--- config.mk ---
export PLATFORM = sky130hd
export DESIGN_NAME = cla_pipe_addsub
export DESIGN_NICKNAME = d
export VERILOG_FILES = /design/src/rtl/cla_pipe_addsub.sv
export SDC_FILE = /design/constraint.sdc
export NUM_CORES = 1
export LEC_CHECK = 0
export ABC_AREA = 1
export CORE_ASPECT_RATIO = 0.5
export CORE_UTILIZATION = 40
export DETAILED_ROUTE_END_ITERATION = 7
export HOLD_SLACK_MARGIN = 0.1
export PLACE_DENSITY_LB_ADDON = 0.15
export SETUP_SLACK_MARGIN = 0.2
export SLEW_MARGIN = 5
export SYNTH_ARGS = -nofsm -noshare
export SYNTH_HDL_FRONTEND = slang
export SYNTH_SLANG_ARGS = --single-unit
--- constraint.sdc ---
create_clock -name clk -period 2.5 [get_ports clk]
set_input_delay 0.5 -clock clk [delete_from_list [all_inputs] [get_ports clk]]
set_output_delay 0.5 -clock clk [all_outputs]
set_load 0.1 [all_outputs]
--- src/rtl/cla_pipe_addsub.sv ---
// cla_pipe_addsub: 3-stage pipelined two-level carry-lookahead adder/subtractor with valid/ready flow control.
// Build option: define CLA_PIPE_OVF_EN to register a two's-complement overflow flag; otherwise ovf is tied to 0.
module cla_pipe_addsub #(
  parameter int unsigned WIDTH = 16
) (
  input  logic             clk,
  input  logic             rst,
  input  logic             in_valid,
  output logic             in_ready,
  input  logic [WIDTH-1:0] a,
  input  logic [WIDTH-1:0] b,
  input  logic             cin,
  input  logic             sub,
  output logic [WIDTH-1:0] sum,
  output logic             cout,
  output logic             ovf,
  output logic             out_valid,
  input  logic             out_ready
);

  localparam int unsigned NG = WIDTH / 4;

  logic             en;

  // Stage 1: bit and group propagate/generate
  logic             s1_valid_q, s1_valid_d;
  logic [WIDTH-1:0] s1_p_q, s1_p_d;
  logic [WIDTH-1:0] s1_g_q, s1_g_d;
  logic [NG-1:0]    s1_gp_q, s1_gp_d;
  logic [NG-1:0]    s1_gg_q, s1_gg_d;
  logic             s1_c0_q, s1_c0_d;

  // Stage 2: group carry-ins
  logic             s2_valid_q, s2_valid_d;
  logic [WIDTH-1:0] s2_p_q, s2_p_d;
  logic [WIDTH-1:0] s2_g_q, s2_g_d;
  logic [NG-1:0]    s2_gc_q, s2_gc_d;
  logic             s2_cout_q, s2_cout_d;

  // Stage 3: result registers
  logic             out_valid_q, out_valid_d;
  logic [WIDTH-1:0] sum_q, sum_d;
  logic             cout_q, cout_d;

  logic [WIDTH-1:0] b_eff;
  logic [WIDTH-1:0] bit_p;
  logic [WIDTH-1:0] bit_g;
  logic [NG-1:0]    grp_p;
  logic [NG-1:0]    grp_g;
  logic [NG:0]      grp_c;
  logic [WIDTH-1:0] bit_c;
  logic             s2_term, s2_acc;
  logic             s3_term, s3_acc;

  assign en       = ~out_valid_q | out_ready;
  assign in_ready = en;

  always_comb begin
    b_eff = sub ? ~b : b;
    bit_p = a ^ b_eff;
    bit_g = a & b_eff;
    for (int unsigned i = 0; i < NG; i++) begin
      grp_p[i] = &bit_p[4*i +: 4];
      grp_g[i] = bit_g[4*i+3]
               | (bit_p[4*i+3] & bit_g[4*i+2])
               | (bit_p[4*i+3] & bit_p[4*i+2] & bit_g[4*i+1])
               | (bit_p[4*i+3] & bit_p[4*i+2] & bit_p[4*i+1] & bit_g[4*i]);
    end

    s1_valid_d = s1_valid_q;
    s1_p_d     = s1_p_q;
    s1_g_d     = s1_g_q;
    s1_gp_d    = s1_gp_q;
    s1_gg_d    = s1_gg_q;
    s1_c0_d    = s1_c0_q;
    if (en) begin
      s1_valid_d = in_valid;
      s1_p_d     = bit_p;
      s1_g_d     = bit_g;
      s1_gp_d    = grp_p;
      s1_gg_d    = grp_g;
      s1_c0_d    = sub ? 1'b1 : cin;
    end
  end

  // Each group carry is a flat sum of products over group P/G and c0 (no inter-group ripple).
  // grp_c[NG] is the carry out of the top group, i.e. cout.
  always_comb begin
    grp_c   = '0;
    s2_term = 1'b0;
    s2_acc  = 1'b0;
    for (int unsigned k = 0; k <= NG; k++) begin
      s2_acc = 1'b0;
      for (int unsigned j = 0; j < k; j++) begin
        s2_term = s1_gg_q[j];
        for (int unsigned m = j + 1; m < k; m++) begin
          s2_term = s2_term & s1_gp_q[m];
        end
        s2_acc = s2_acc | s2_term;
      end
      s2_term = s1_c0_q;
      for (int unsigned m = 0; m < k; m++) begin
        s2_term = s2_term & s1_gp_q[m];
      end
      grp_c[k] = s2_acc | s2_term;
    end

    s2_valid_d = s2_valid_q;
    s2_p_d     = s2_p_q;
    s2_g_d     = s2_g_q;
    s2_gc_d    = s2_gc_q;
    s2_cout_d  = s2_cout_q;
    if (en) begin
      s2_valid_d = s1_valid_q;
      s2_p_d     = s1_p_q;
      s2_g_d     = s1_g_q;
      s2_gc_d    = grp_c[NG-1:0];
      s2_cout_d  = grp_c[NG];
    end
  end

  // Bit carries inside each group, seeded from that group's carry-in.
  always_comb begin
    bit_c   = '0;
    s3_term = 1'b0;
    s3_acc  = 1'b0;
    for (int unsigned i = 0; i < NG; i++) begin
      for (int unsigned n = 0; n < 4; n++) begin
        s3_acc = 1'b0;
        for (int unsigned j = 0; j < n; j++) begin
          s3_term = s2_g_q[4*i+j];
          for (int unsigned m = j + 1; m < n; m++) begin
            s3_term = s3_term & s2_p_q[4*i+m];
          end
          s3_acc = s3_acc | s3_term;
        end
        s3_term = s2_gc_q[i];
        for (int unsigned m = 0; m < n; m++) begin
          s3_term = s3_term & s2_p_q[4*i+m];
        end
        bit_c[4*i+n] = s3_acc | s3_term;
      end
    end

    out_valid_d = out_valid_q;
    sum_d       = sum_q;
    cout_d      = cout_q;
    if (en) begin
      out_valid_d = s2_valid_q;
      sum_d       = s2_p_q ^ bit_c;
      cout_d      = s2_cout_q;
    end
  end

  always_ff @(posedge clk) begin
    if (rst) begin
      s1_valid_q  <= 1'b0;
      s2_valid_q  <= 1'b0;
      out_valid_q <= 1'b0;
      sum_q       <= '0;
      cout_q      <= 1'b0;
    end else begin
      s1_valid_q  <= s1_valid_d;
      s2_valid_q  <= s2_valid_d;
      out_valid_q <= out_valid_d;
      sum_q       <= sum_d;
      cout_q      <= cout_d;
    end
  end

  always_ff @(posedge clk) begin
    s1_p_q    <= s1_p_d;
    s1_g_q    <= s1_g_d;
    s1_gp_q   <= s1_gp_d;
    s1_gg_q   <= s1_gg_d;
    s1_c0_q   <= s1_c0_d;
    s2_p_q    <= s2_p_d;
    s2_g_q    <= s2_g_d;
    s2_gc_q   <= s2_gc_d;
    s2_cout_q <= s2_cout_d;
  end

`ifdef CLA_PIPE_OVF_EN
  logic ovf_q, ovf_d;

  always_comb begin
    ovf_d = ovf_q;
    if (en) begin
      ovf_d = bit_c[WIDTH-1] ^ s2_cout_q;
    end
  end

  always_ff @(posedge clk) begin
    if (rst) begin
      ovf_q <= 1'b0;
    end else begin
      ovf_q <= ovf_d;
    end
  end

  assign ovf = ovf_q;
`else
  assign ovf = 1'b0;
`endif

  assign sum       = sum_q;
  assign cout      = cout_q;
  assign out_valid = out_valid_q;

endmodule

Yosys cells after proc, flatten, opt, wreduce, memory -nomap -nowiden --
Index checks and enable logic that the tools add are counted.
Word-level totals: flip-flop bits (word level) 96, bits of input ports 38, output and inout port bits 20, word-level logic and storage cells 125
Operators by class: multiplexer cells 1, bitwise operators 106, reductions and logical operators 4
Operator list (count):
- $and 1x1->1 | 54
- $or 1x1->1 | 47
- $xor 16x16->16 | 2
- $and 16x16->16 | 1
- $mux 16 | 1
- $not 16->16 | 1
- $reduce_and 4->1 | 4
- $not 1->1 | 1

Depth between registers and ports, before layout --
depth after elaboration 7, depth in mapped cells 8, depth with buffers taken out 8

Worst setup path before layout --
OpenSTA, ideal clock, no wires.
kind reg2out, start point register out_valid_q (netlist: out_valid), end point output port in_ready, arrival time 2.228 ns, required time 2.000 ns, slack -0.228 ns, stages on the path, launching flop included 5, path buffers 2, path through dfxtp_1 -> inv_1 -> or2_1 -> buf_6 -> buf_2
Between the ends: cells in the longest elaborated chain, start to end 2
Ends and longest elaborated chain:
- start, declared | line 41 | logic out_valid_q, out_valid_d;
- start signal, assigned | line 165 | out_valid_q <= out_valid_d;
- $not 1->1 | line 55 | assign en = ~out_valid_q | out_ready;
- $or 1x1->1 | line 55
- end, declared | line 9 | output logic in_ready,
No other way between the ends.

Final worst setup path --
start point input port out_ready, end point output port in_ready
Between the ends: cells in the longest elaborated chain, start to end 1
Ends and longest elaborated chain:
- start, declared | line 18 | input logic out_ready
- $or 1x1->1 | line 55
No other way between the ends.

==> results.py <==
metrics = {
    "run_status": {
        "outcome": "finished clean",
    },
    "timing": {
        "timing.max_slew.rel_slack": 0.625,
        "max_freq_ghz": 0.489,
        "period_share": 0.818,
        "timing.final.setup_violations": 0,
        "post-route-worst-setup-slack_ns": 0.455,
        "rsz_0062_raised_after_global_routing": "false",
        "fin_skew_ns": 0.00373,
        "fin_setup_tns_ns": 0,
        "worstMarginPinSlew_ns": 0.562,
        "period_minus_slack_ns": 2.04,
        "final_max_slew_viol_count": 0,
        "hold_viol_final": 0,
    },
    "setup_path": {
        "crit_type": "input pin to output port",
        "crit_chain": "clkdlybuf4s50_1, or2_4, buf_12",
        "worstPathArrival_ns": 1.54,
        "startpoint_type": "input pin",
        "worst-path-max-fanout": 24,
        "cp-end-kind": "output port",
        "critical_path_required_ns": 2.00,
        "cpMaxStageDelayCell": "clkdlybuf4s50_1",
        "critPathMaxStageDelay_ns": 0.46,
        "reg2reg_depth": 6,
    },
    "final_layout": {
        "layout.nets": 427,
        "nFillCells": 770,
        "ff_latch_area_mm2": 0.00250,
        "diodes": 0,
        "area.growth.synth_to_final_pct": 25.4,
        "final_layout_size_suffix_gt1_frac": 0.115,
        "multi_input_area_mm2": 0.00110,
    },
    "synthesis": {
        "synthesis.instances": 306,
        "ys_seq_area_frac": 0.661,
        "async_flop_share": 0,
        "average_cell_area_after_synthesis_um2": 12.4,
        "netlist_top_cells_area": "edfxtp_1 56%, dfxtp_1 11%, ha_1 6.6%, xor2_1 4.6%, nand3_1 3.8%",
        "post-synth-top-count-cell": "edfxtp_1",
        "synth.net_count": 364,
        "synthDistinctLibCells": 24,
        "syn_area_mm2": 0.00378,
        "yosys_register_bits": 90,
        "synth_top_area_cell": "edfxtp_1",
        "netlist_top_cells_count": "70 x edfxtp_1, 33 x nand2_1, 32 x inv_1, 29 x nand3_1",
        "ys_warn_count": 0,
        "ys.flop_type": "edfxtp_1",
        "synth_edf_count": 70,
        "top_cell_type_s_share_of_synthesized_area": 0.556,
    },
    "clock_tree": {
        "post-cts-setup-buffer-count": 0,
        "cts.repair.resized": 0,
        "clkSinkCount": 90,
        "cts-hold-fix-buffers": 0,
        "clockBufferDepth": 2,
        "cts_made_buffers": 9,
        "worst_setup_hold_path_clk_slew_ns": 0.06,
        "tritoncts": "done",
        "clkLatencyLatePin_ns": 0.33,
        "htreeDepth": 3,
        "cts.root.buffer_cell": "clkbuf_16",
    },
    "die": {
        "die_x_um": 140,
        "core_area_mm2": 0.00895,
        "die_footprint_mm2": 0.00988,
        "pin_count": 58,
        "initial_utilization": 0.423,
        "floorplan.die.height_um": 70.8,
        "std_cell_rows": 24,
    },
    "power_and_ir_drop": {
        "worst_supply_voltage_drop_on_vdd_mv": 0.371,
        "p_leak_nw": 2.05,
        "power.density_mw_per_mm2": 905,
    },
    "drt": {
        "final_antenna_net_count": 0,
        "postRouteWirelength_um": 6250,
        "first_iter_violations": 114,
        "met1_length_um": 3030,
        "top_signal_layer_used": "met4",
        "drtPass1Iterations": 4,
        "vias_per_cell": 4.71,
        "route.detailed.wl_per_inst_um": 12.7,
        "drcViolationCount": 0,
        "vias": 2311,
        "routed-wl-met3_um": 285,
        "route.met2.wl_um": 2900,
    },
    "placement": {
        "pre_cts_slack_ns": 0.289,
        "port_buffer_cells": 56,
        "place.detailed.hpwl_um": 4490,
        "finalWeightedCongestion": 0.739,
    },
    "job": {
        "drv_cap": 0,
    },
    "grt": {
        "gr-usage-all-layers": 0.136,
        "number_of_global_route_vias_before_repair": 2239,
        "grt_max_degree": 44,
        "grt_pass1_wl_um": 10400,
        "grt_antenna_before_repair": 0,
        "global_route.overflow_total": 0,
    },
    "min_path": {
        "hold_class": "flop to flop",
        "hold_depth": 0,
    },
}
## metrics by stage
step | hold WS [ns] | power, mW | cells | utilization | instance area [um2]
after floorplan | 0.400 | 2.75 | 306 | - | 3790
after global placement | 0.403 | 3.00 | 475 | 0.497 | 4450
after detailed placement | 0.405 | 3.02 | 475 | 0.497 | 4450
after CTS | 0.417 | 4.34 | 491 | 0.530 | 4740
after global routing | 0.422 | 4.49 | 491 | 0.530 | 4740
final | 0.417 | 4.30 | 491 | 0.530 | 4740
## critical path: cells and delay by family
kind	cells	cell delay, ns
simple gates	1	0.34
buf+inv	2	0.68
## final cells by class
cell class | instances | area share
clock buffers | 9 | 0.0475
clock inverters | 7 | 0.0145
inverters | 33 | 0.0261
multi-input cells | 175 | 0.231
flip-flops and latches | 90 | 0.527
well taps | 117 | 0.0309
repair buffers | 60 | 0.122
## path summary, 6_finish.rpt
| check | startpoint | end | slack (ns) |
|---|---|---|---|
| setup / recovery | out_ready | in_ready | 0.46 |
| hold / removal | s1_p_q[13]$_DFFE_PP_ | s2_p_q[13]$_DFFE_PP_ | 0.42 |
| setup reg to reg | out_valid$_SDFFE_PP0P_ | sum[6]$_SDFFE_PP0P_ | 1.07 |
| hold reg to reg | s1_p_q[13]$_DFFE_PP_ | s2_p_q[13]$_DFFE_PP_ | 0.42 |
## layer usage
| layer | global-route usage | vias to the layer above |
|---|---|---|
| met4 | 0.0513 | 0 |
| met3 | 0.0427 | 4 |
| met1 | 0.168 | 1067 |
| li1 | - | 1189 |
| met5 | 0 | - |
| met2 | 0.228 | 51 |
## registers in the layout, indices dropped and copies added (netlist names), 4 cells and up
| register | cells |
|---|---|
| s2_gc_q | 4 |
| s1_gg_q | 4 |
| s1_gp_q | 4 |
| s2_g_q | 12 |
| s1_g_q | 12 |
| sum | 16 |
| s1_p_q | 16 |
| s2_p_q | 16 |
## report_power, final
part / total [mW] / switching, mW / leakage (nW) / internal, mW
combinational: 0.988 / 0.687 / 0.983 / 0.301
sequential: 2.00 / 0.118 / 0.930 / 1.88
clock: 1.31 / 0.538 / 0.142 / 0.772
total: 4.30 / 1.34 / 2.05 / 2.95
## cell families after synthesis
family,synth area share
AOI/OAI and AO/OA,0.0559
xor gates and xnor gates,0.0556
adders and majority gates,0.0661
buffers and inverters,0.0493
DFF,0.661
other,0.000991
and+or+nand+nor,0.111
## cells in the final DEF, fill, tap and decap left out, drive strengths merged
| cell | count |
|---|---|
| edfxtp | 70 |
| inv | 34 |
| a21o | 3 |
| o21ai | 19 |
| o21bai | 8 |
| xor2 | 20 |
| nand3 | 29 |
| clkdlybuf4s50 | 37 |
| buf | 23 |
| clkinvlp | 2 |
| clkinv | 3 |
| clkbuf | 9 |
| xnor2 | 4 |
| nand4 | 10 |
| ha | 20 |
| nand2 | 33 |
| bufinv | 1 |
| or2 | 2 |
| a21oi | 6 |
| dfxtp | 20 |
| conb | 1 |
| nor2 | 20 |
(Power assumes the default switching activity.)
